<file path="config.mk">
export PLATFORM = sky130hd
export DESIGN_NAME = pc_gen
export DESIGN_NICKNAME = d
export VERILOG_FILES = /design/src/rtl/pc_gen_pkg.sv /design/src/rtl/pc_gen.sv
export SDC_FILE = /design/constraint.sdc
export NUM_CORES = 1
export LEC_CHECK = 0
export ABC_CLOCK_PERIOD_IN_PS = 1400
export CELL_PAD_IN_SITES_DETAIL_PLACEMENT = 0
export CELL_PAD_IN_SITES_GLOBAL_PLACEMENT = 1
export CORE_MARGIN = 5
export CORE_UTILIZATION = 30
export CTS_BUF_LIST = sky130_fd_sc_hd__clkbuf_2 sky130_fd_sc_hd__clkbuf_4 sky130_fd_sc_hd__clkbuf_8
export CTS_CLUSTER_DIAMETER = 50
export DETAILED_ROUTE_END_ITERATION = 6
export PLACE_DENSITY_LB_ADDON = 0.3
export SYNTH_ARGS = -nofsm -noshare
export SYNTH_HDL_FRONTEND = slang
export SYNTH_SLANG_ARGS = --single-unit
</file>
<file path="constraint.sdc">
create_clock -name clk -period 1.4 [get_ports clk]
set_input_delay 0.42 -clock clk [delete_from_list [all_inputs] [get_ports clk]]
set_output_delay 0.42 -clock clk [all_outputs]
set_load 0.02 [all_outputs]
</file>
<file path="src/rtl/pc_gen_pkg.sv">
// Shared types for the next-PC stage and its fetch/CP0 neighbours.
package pc_gen_pkg;

  typedef logic [31:0] i32;

  // Fetch-stage view of the PC stage
  typedef struct packed {
    i32 pc;
  } F_type;

  typedef enum logic [0:0] {
    RUN  = 1'b0,
    PEND = 1'b1
  } pc_gen_state_t;

  // MIPS boot vector; CP0 and exception logic reference the same constant
  localparam i32 PC_RESET_VEC = 32'hBFC0_0000;

endpackage

</file>
<file path="src/rtl/pc_gen.sv">
// Next-PC stage: owns the fetch PC, selects sequential/branch/flush targets,
// and parks a redirect that arrives while fetch is stalled on the ibus.
module pc_gen
  import pc_gen_pkg::*;
#(
  parameter i32 RESET_PC = PC_RESET_VEC
) (
  input  logic  clk,
  input  logic  reset,
  input  logic  stall_i,
  input  i32    pc_seq_i,
  input  logic  br_valid_i,
  input  i32    br_pc_i,
  input  logic  flush_valid_i,
  input  i32    flush_pc_i,
  output F_type F,
  output logic  kill_o,
  output logic  pend_o
);

  pc_gen_state_t state_q, state_d;
  i32            pc_q, pc_d;
  i32            pend_pc_q, pend_pc_d;
  logic          pend_flush_q, pend_flush_d;

  // Next-PC selection, pending-redirect capture and squash indication
  always_comb begin
    state_d      = state_q;
    pc_d         = pc_q;
    pend_pc_d    = pend_pc_q;
    pend_flush_d = pend_flush_q;

    unique case (state_q)
      RUN: begin
        if (stall_i) begin
          // Fetch cannot accept a new PC yet; remember where to go
          if (flush_valid_i) begin
            pend_pc_d    = flush_pc_i;
            pend_flush_d = 1'b1;
            state_d      = PEND;
          end else if (br_valid_i) begin
            pend_pc_d    = br_pc_i;
            pend_flush_d = 1'b0;
            state_d      = PEND;
          end
        end else if (flush_valid_i) begin
          pc_d = flush_pc_i;
        end else if (br_valid_i) begin
          pc_d = br_pc_i;
        end else begin
          pc_d = pc_seq_i;
        end
      end
      PEND: begin
        if (stall_i) begin
          // A branch here lies on the path the pending redirect supersedes
          if (flush_valid_i) begin
            pend_pc_d    = flush_pc_i;
            pend_flush_d = 1'b1;
          end
        end else begin
          pc_d         = flush_valid_i ? flush_pc_i : pend_pc_q;
          pend_flush_d = 1'b0;
          state_d      = RUN;
        end
      end
      default: state_d = RUN;
    endcase

    // Branches never kill: the instruction in fetch is their delay slot
    kill_o = ~reset & (flush_valid_i | ((state_q == PEND) & pend_flush_q));
    pend_o = ~reset & (state_q == PEND);
    F.pc   = pc_q;
  end

  // PC, state and pending-redirect registers with synchronous reset
  always_ff @(posedge clk) begin
    if (reset) begin
      state_q      <= RUN;
      pc_q         <= RESET_PC;
      pend_pc_q    <= '0;
      pend_flush_q <= 1'b0;
    end else begin
      state_q      <= state_d;
      pc_q         <= pc_d;
      pend_pc_q    <= pend_pc_d;
      pend_flush_q <= pend_flush_d;
    end
  end

endmodule
</file>
* After elaboration in Yosys (flattened, before gate mapping)
Cells that the tools add are included.
** Operators by class
- Equality and inequality tests :: 6
- Mux-type cells :: 22
- Bitwise operators :: 6
- Reductions and logical operators :: 3
** Operators with widths (number)
- 32-bit two-way mux :: 9
- 32-bit one-hot mux with 2 select lines :: 2
- 1-bit two-way mux :: 9
- 2-bit != test, second input constant :: 4
- 3-bit != test, second input constant :: 2
- 3-bit AND reduction :: 2
- 1-bit one-hot mux with 2 select lines :: 2
- 1-bit AND :: 3
- 1-bit inverter :: 2
- 2-bit AND reduction :: 1
- 1-bit bitwise OR :: 1
** Word-level totals
- Register bits :: 66
- Input port bits :: 101
- Output and inout bits :: 34
- Word-level logic and storage cells :: 41

* Longest topological paths before layout
Gate-level depths: netlist (run 1).
- Depth in word-level cells :: 4
- Depth in mapped cells :: 5
- Mapped depth without buffers :: 3

* Least setup slack after synthesis (run 1)
Ideal clock, no wire load.
- Kind :: register to output
- Start point :: register state_q
- End point :: output kill_o
- Arrival :: 1.108 ns
- Required time :: 0.980 ns
- Path slack :: -0.128 ns
- Stages on the path, launching flop included :: 5
- Buffers on the path :: 2
- Cell sequence :: dfxtp_1 > buf_2 > buf_2 > a21oi_1 > nor2_1
** Between the ends
- Cells in the longest elaborated chain, start to end :: 3
** RTL lines
- from (decl) :: line pc_gen.sv:21 : pc_gen_state_t state_q, state_d;
- from (signal assigned) :: line pc_gen.sv:84 : state_q <= state_d;
- 1-bit AND :: line pc_gen.sv:71 : kill_o = ~reset & (flush_valid_i | ((state_q == PEND) & pend_flush_q));
- 1-bit bitwise OR :: line pc_gen.sv:71
- 1-bit AND :: line pc_gen.sv:71
- to (decl) :: line pc_gen.sv:17 : output logic kill_o,
No other way between the ends.

* Worst setup path in the final report (run 1)
Same ends and word-level chain as after synthesis.

==> results.yml, run 1 <==
routing:
  vias: 3815
  remaining_drc_errors: 0
  firstDrtPassIters: 5
  ant_nets: 0
  viasPerCell: 5.42
  wl_per_cell_um: 18.6
  postRouteWirelength_um: 13100
  drt-initial-drc-count: 159
synthesis:
  ys.flop_type: "dfxtp_1"
  syn_inst: 411
  ys_types: 26
  syn_area_um2: 3590
  synth_top_area_cell: "dfxtp_1"
  avgSynthCellArea_um2: 8.75
  synth_area_leaders: "dfxtp_1, nor2b_1, a32o_1"
  synth-seq-cells: 66
  yosysSeqAreaShare_pct: 36.8
  synth.most_common_cell: "dfxtp_1"
  synthTopCellsByCount: "dfxtp_1, nor2b_1, nand2b_1"
  synth_top_area_share_pct: 36.8
  async_reset_ff_share_pct: 0
  synth_fp_nets: 512
  yosysWarnings: 0
  synth_edf_count: 0
power:
  p_switching_mw: 1.45
  ir_worst_vdd_v: 0.000426
  power.leakage_nw: 2.08
  p_int_mw: 3.63
  clkPwrFrac_pct: 32.0
  pwr-share-comb_pct: 26.5
  pwr-share-seq_pct: 41.6
  p_sw_share_pct: 28.6
  p_per_area_nw_per_um2: 894
finish:
  diodes: 0
  fillers: 1179
  area.growth.synth_to_final_pct: 58.3
  fin_area_um2: 5690
  utilization_pct: 48.0
  nNetsFinal: 654
  finalNonFillerCells: 704
  drive_gt1_share_pct: 23.9
floorplan:
  num_rows: 40
  num_io_pins: 135
  dieArea_um2: 14300
  start_util_pct: 30.3
  design.core.area_um2: 11900
  fp.dieH_um: 119
  die_w_um: 119
worst_setup_path:
  crit_chain: "a21oi_4 > nor2_2 > buf_6"
  crit_fanout: 7
  critPathKind: "reg2out"
  crit_start: "state_q"
  slowest_delay_ns: 0.39
  reg2reg_from: "state_q"
  crit_slowest_cell: "dfxtp_4"
  required_ns: 0.98
  r2r_slack_ns: -0.03
  reg2reg_to: "pend_pc_q[30]"
  cp_data_arrival_time_ns: 1.06
  end_kind: "output port"
  start_kind: "flip-flop"
  reg2regPathDepth: 4
placed_design:
  gp_congestion: 0.743
  numPortBuffers: 134
  hpwl_um: 7750
  dp_slack_ns: -0.739
  placed_cell_area_um2: 5090
  dp.cells: 669
grt:
  grt_max_degree: 65
  grt_use_total_pct: 17.4
  grt_pass1_wl_um: 19900
  gr-total-overflow: 0
  antenna_found_initial: 0
  grt_pass1_vias: 3837
clock_tree:
  clock_tree.root_cell: "clkbuf_8"
  clk_path_buf_depth: 2
  cts_buffers: 9
  clkTransAtPathRegs_ns: 0.07
  htree_levels: 3
  cts_sinks: 66
  cts_tree: "yes"
  clock_latency_ns: 0.34
sta:
  hold_violations: 0
  setup_viol: 25
  rsz0062_at_grt: "true"
  fin_ws_ns: -0.0791
  timing.final.crit_share_pct: 106
  finClkSkew_ns: 0.00740
  maxSlewViolCount: 0
  fmax_mhz: 676
  slew_headroom_pct: 59.4
  worst_slew_pin_slew_ns: 0.610
  fin_crit_ns: 1.48
hold_path:
  min_path_cells: 2
  hp-class: "reg2reg"
  hold-path-endpoint: "F[19]"
  hold_path.startpoint: "F[19]"
status:
  violations: "negative setup slack"
  outcome: "complete, but fails checks"
flow_run:
  maxCapViolCount: 0
-- worst max-delay path: cells and delay by family, from the launching register on --
| family | cells | cell delay, ns |
|---|---|---|
| flops | 1 | 0.39 |
| simple gates | 1 | 0.05 |
| compound gates | 1 | 0.15 |
| buf+inv | 1 | 0.13 |
-- routing by layer --
layer	global-route usage [%]	share of wire [%]	vias up	wire, µm
met5	0	0	-	0
met4	4.65	0.66	0	86
met3	3.61	5.1	8	669
met2	28.5	48	133	6210
met1	23.3	47	1843	6100
li1	-	-	1831	-
-- worst max path at each step --
| stage | to | slack, ns | cells past startpoint |
|---|---|---|---|
| final | kill_o | -0.08 | 3 |
| after global routing | kill_o | -0.14 | 3 |
| after CTS | kill_o | -0.09 | 3 |
| after detailed placement | pend_pc_q[13] | -0.74 | 4 |
| after global placement | pend_pc_q[4] | -0.70 | 4 |
| after floorplan | pend_pc_q[0] | -0.09 | 5 |
-- registers in the layout (all words and copies together), names as in the netlist --
register,cells
state_q,1
F,32
pend_flush_q,1
pend_pc_q,32
-- kinds of logic (layout without fill, tap and decap cells) --
kind of cell / count (synthesis) / after routing / share of synthesized area [%]
multiplexers: 1 / 1 / 0.278
AO/OA/AOI/OAI: 171 / 172 / 36.2
AND/OR/NAND/NOR: 131 / 134 / 20.9
flip-flops: 66 / 66 / 36.8
buffers and inverters: 42 / 184 / 5.88
-- layout make-up --
cell class | count | area [µm²] | share of cell area, %
clock buffers | 12 | 153 | 2.68
well taps | 147 | 184 | 3.23
clock inverters | 3 | 40.0 | 0.704
inverters | 1 | 3.75 | 0.0660
repair buffers | 168 | 1670 | 29.3
multi-input cells | 307 | 2320 | 40.8
flip-flops and latches | 66 | 1330 | 23.3
-- power groups by stage --
stage               Clock [mW]  Combinational (mW)  Sequential, mW
finish                    1.62                1.35            2.11
global route              1.76                1.45            2.13
CTS                       1.67                1.31            2.11
detailed placement           0                1.21            2.15
global placement             0                1.20            2.15
floorplan                    0               0.538            2.23
-- what timing repair did --
action	in CTS	in global routing
setup buffers	7	5
setup endpoints to repair	100	78
hold endpoints to repair	0	0
hold buffers	0	0
resized for setup	156	30
cloned	3	5
pin swaps	13	13
-- cells in the final DEF (no fill, tap or decap), types with 2 or more instances in the layout --
cell             instances
a211o_1                 31
a211oi_2                30
a21oi_1                  9
a21oi_4                  3
a32o_1                  32
and2_4                   3
buf_12                   4
buf_2                   20
buf_4                   16
buf_6                   11
buf_8                    2
clkbuf_16                3
clkbuf_4                 2
clkbuf_8                10
clkdlybuf4s15_2         14
clkdlybuf4s50_1         96
clkinv_2                 2
dfxtp_1                 65
dlygate4sd2_1            2
nand2_1                 26
nand2b_1                33
nor2b_1                 62
o211ai_1                31
o21ai_1                 33
-- through the flow --
stage / TNS, ns / total power, mW / hold slack [ns]
final: -1.21 / 5.09 / 0.444
after global placement: -40.40 / 3.35 / 0.436
after CTS: -0.534 / 5.09 / 0.453
after floorplan: -2.79 / 2.77 / 0.442
after detailed placement: -42.17 / 3.36 / 0.443
after global routing: -2.31 / 5.34 / 0.475
Note: power is estimated with default switching activity, not from simulation.
==> run 2, diff against run 1 <==
--- a/config.mk
+++ b/config.mk
@@ -5,11 +5,11 @@
 export SDC_FILE = /design/constraint.sdc
 export NUM_CORES = 1
 export LEC_CHECK = 0
-export ABC_CLOCK_PERIOD_IN_PS = 1400
+export ABC_CLOCK_PERIOD_IN_PS = 1770
 export CELL_PAD_IN_SITES_DETAIL_PLACEMENT = 0
 export CELL_PAD_IN_SITES_GLOBAL_PLACEMENT = 1
-export CORE_MARGIN = 5
-export CORE_UTILIZATION = 30
+export CORE_MARGIN = 1
+export CORE_UTILIZATION = 36
 export CTS_BUF_LIST = sky130_fd_sc_hd__clkbuf_2 sky130_fd_sc_hd__clkbuf_4 sky130_fd_sc_hd__clkbuf_8
 export CTS_CLUSTER_DIAMETER = 50
 export DETAILED_ROUTE_END_ITERATION = 6
==> constraint.sdc (replaced) <==
create_clock -name clk -period 1.77 [get_ports clk]
set_input_delay 0.531 -clock clk [delete_from_list [all_inputs] [get_ports clk]]
set_output_delay 0.531 -clock clk [all_outputs]
set_load 0.02 [all_outputs]
==> run 2 against run 1 <==
- the flow now finishes without violations
- largest power group unchanged
- register-to-register slack gained 0.20 ns
- clock skew grew 0.0041 ns
- power shrank 24%
- first-iteration DRC count shrank 18%
- critical path type is now in2reg
- count of clock-buffer cells in the layout shrank 1
- worst hold slack lost 0.00088 ns
==> results.yml, run 2 (synthesis gave the netlist of run 1 again) <==
status:
  outcome: "completed"
placed_design:
  gp_congestion: 0.788
  hpwl_um: 7180
  placed_cell_area_um2: 5060
  numPortBuffers: 134
  dp_slack_ns: -0.468
sta:
  finClkSkew_ns: 0.0115
  rsz0062_at_grt: "false"
  fin_ws_ns: 0.111
  fin_crit_ns: 1.66
  slew_headroom_pct: 55.9
  maxSlewViolCount: 0
  setup_viol: 0
  timing.final.crit_share_pct: 93.7
  hold_violations: 0
  worst_slew_pin_slew_ns: 0.662
  fmax_mhz: 603
routing:
  wl_per_cell_um: 16.0
  vias: 3632
  ant_nets: 0
  viasPerCell: 5.39
  drt-initial-drc-count: 131
  remaining_drc_errors: 0
  postRouteWirelength_um: 10800
  firstDrtPassIters: 6
worst_setup_path:
  reg2reg_from: "state_q"
  start_kind: "input pin"
  required_ns: 2.04
  reg2regPathDepth: 3
  r2r_slack_ns: 0.17
  critPathKind: "in2reg"
  cp_data_arrival_time_ns: 1.92
  end_kind: "flip-flop"
  reg2reg_to: "pend_pc_q[3]"
  crit_fanout: 33
finish:
  drive_gt1_share_pct: 8.50
  layout_common_cells: "clkdlybuf4s50_1, dfxtp_1, nor2b_1"
  area.growth.synth_to_final_pct: 45.6
  fin_area_um2: 5230
  diodes: 0
  nNetsFinal: 637
  final_common_cell: "clkdlybuf4s50_1"
power:
  total_power_mw: 3.88
  ir_worst_vdd_v: 0.000368
  power.leakage_nw: 1.96
  p_per_area_nw_per_um2: 741
grt:
  grt_max_degree: 65
  gr-total-overflow: 0
  grt_pass1_wl_um: 17000
  grt_pass1_vias: 3472
  antenna_found_initial: 0
  grt_use_total_pct: 21.1
clock_tree:
  clk_path_buf_depth: 2
  htree_levels: 3
  cts_tree: "yes"
  clkTransAtPathRegs_ns: 0.08
  cts_sinks: 66
  post_cts_buffers: 0
  clock_tree.root_cell: "clkbuf_8"
  clock_latency_ns: 0.33
  cts_buffers: 9
floorplan:
  start_util_pct: 36.9
  fp.dieH_um: 102
  num_rows: 36
  design.core.area_um2: 9730
  die_w_um: 102
  dieArea_um2: 10400
  num_io_pins: 135
hold_path:
  hold-path-endpoint: "F[17]"
  min_path_cells: 2
  hp-class: "reg2reg"
  hold_path.startpoint: "F[17]"
flow_run:
  maxCapViolCount: 0
run 2: cell types whose count changed in the layout (fill, tap and decap cells not counted), moves of 10 or more:
cell,before,now
clkdlybuf4s15_2,14,0
a211oi_2,30,0
a211oi_1,0,31
buf_6,11,1
buf_2,20,3
dlygate4sd2_1,2,33
run 2: how the worst max path moves through the flow:
stage,startpoint,slack [ns],to,cells past startpoint
after floorplan,flush_valid_i,0.07,kill_o,4
after detailed placement,reset,-0.47,pend_o,3
final,stall_i,0.11,pend_pc_q[29],5
after CTS,stall_i,0.11,pend_pc_q[29],5
after global placement,reset,-0.45,pend_o,3
after global routing,state_q,0.02,pend_flush_q,5
run 2: critical path: stages:
cell and delay, ns:
clkdlybuf4s50_1 0.45, buf_4 0.15, and2b_1 0.16, and2_4 0.41, a32o_1 0.23
run 2: through the flow:
| stage | TNS (ns) | util, % | instances | hold slack [ns] |
|---|---|---|---|---|
| floorplan | 0 | - | 411 | 0.442 |
| global placement | -18.69 | 52.0 | 657 | 0.436 |
| detailed placement | -20.76 | 52.0 | 657 | 0.440 |
| CTS | 0 | 53.8 | 674 | 0.449 |
| global route | 0 | 53.8 | 674 | 0.465 |
| finish | 0 | 53.8 | 674 | 0.444 |
run 2: area by class of cell:
type                       instances  area (µm²)
multi-input combinational        304        2090
clock buffer                      11         151
tap                              133         166
fill                             957        4500
timing repair buffer             154        1450
clock inverter                     5        52.6
sequential                        66        1320
inverter                           1        3.75
run 2: where the power goes:
| group | switching [mW] | total [mW] | leakage, nW | internal (mW) |
|---|---|---|---|---|
| clock | 0.583 | 1.30 | 0.105 | 0.721 |
| sequential | 0.0691 | 1.67 | 0.546 | 1.60 |
| combinational | 0.427 | 0.904 | 1.31 | 0.478 |
run 2: per-layer routing:
metal / vias up / track usage [%] / part of all wire [%]
met5: - / 0 / 0
met2: 103 / 36.7 / 49
met3: 15 / 3.42 / 5.4
li1: 1801 / - / -
met1: 1713 / 25.5 / 44
met4: 0 / 9.45 / 2.0
run 2: what timing repair did:
item | CTS | global route
hold buffers | 0 | 0
setup endpoints to repair | 66 | 1
resized for setup | 43 | 1
cloned | 1 | 0
==> run 3, diff against run 2 <==
--- a/config.mk
+++ b/config.mk
@@ -6,6 +6,7 @@
 export NUM_CORES = 1
 export LEC_CHECK = 0
 export ABC_CLOCK_PERIOD_IN_PS = 1770
+export CAP_MARGIN = 0
 export CELL_PAD_IN_SITES_DETAIL_PLACEMENT = 0
 export CELL_PAD_IN_SITES_GLOBAL_PLACEMENT = 1
 export CORE_MARGIN = 1
==> results of run 3 <==
Final layout, timing and power as in run 2 (identical DEF).
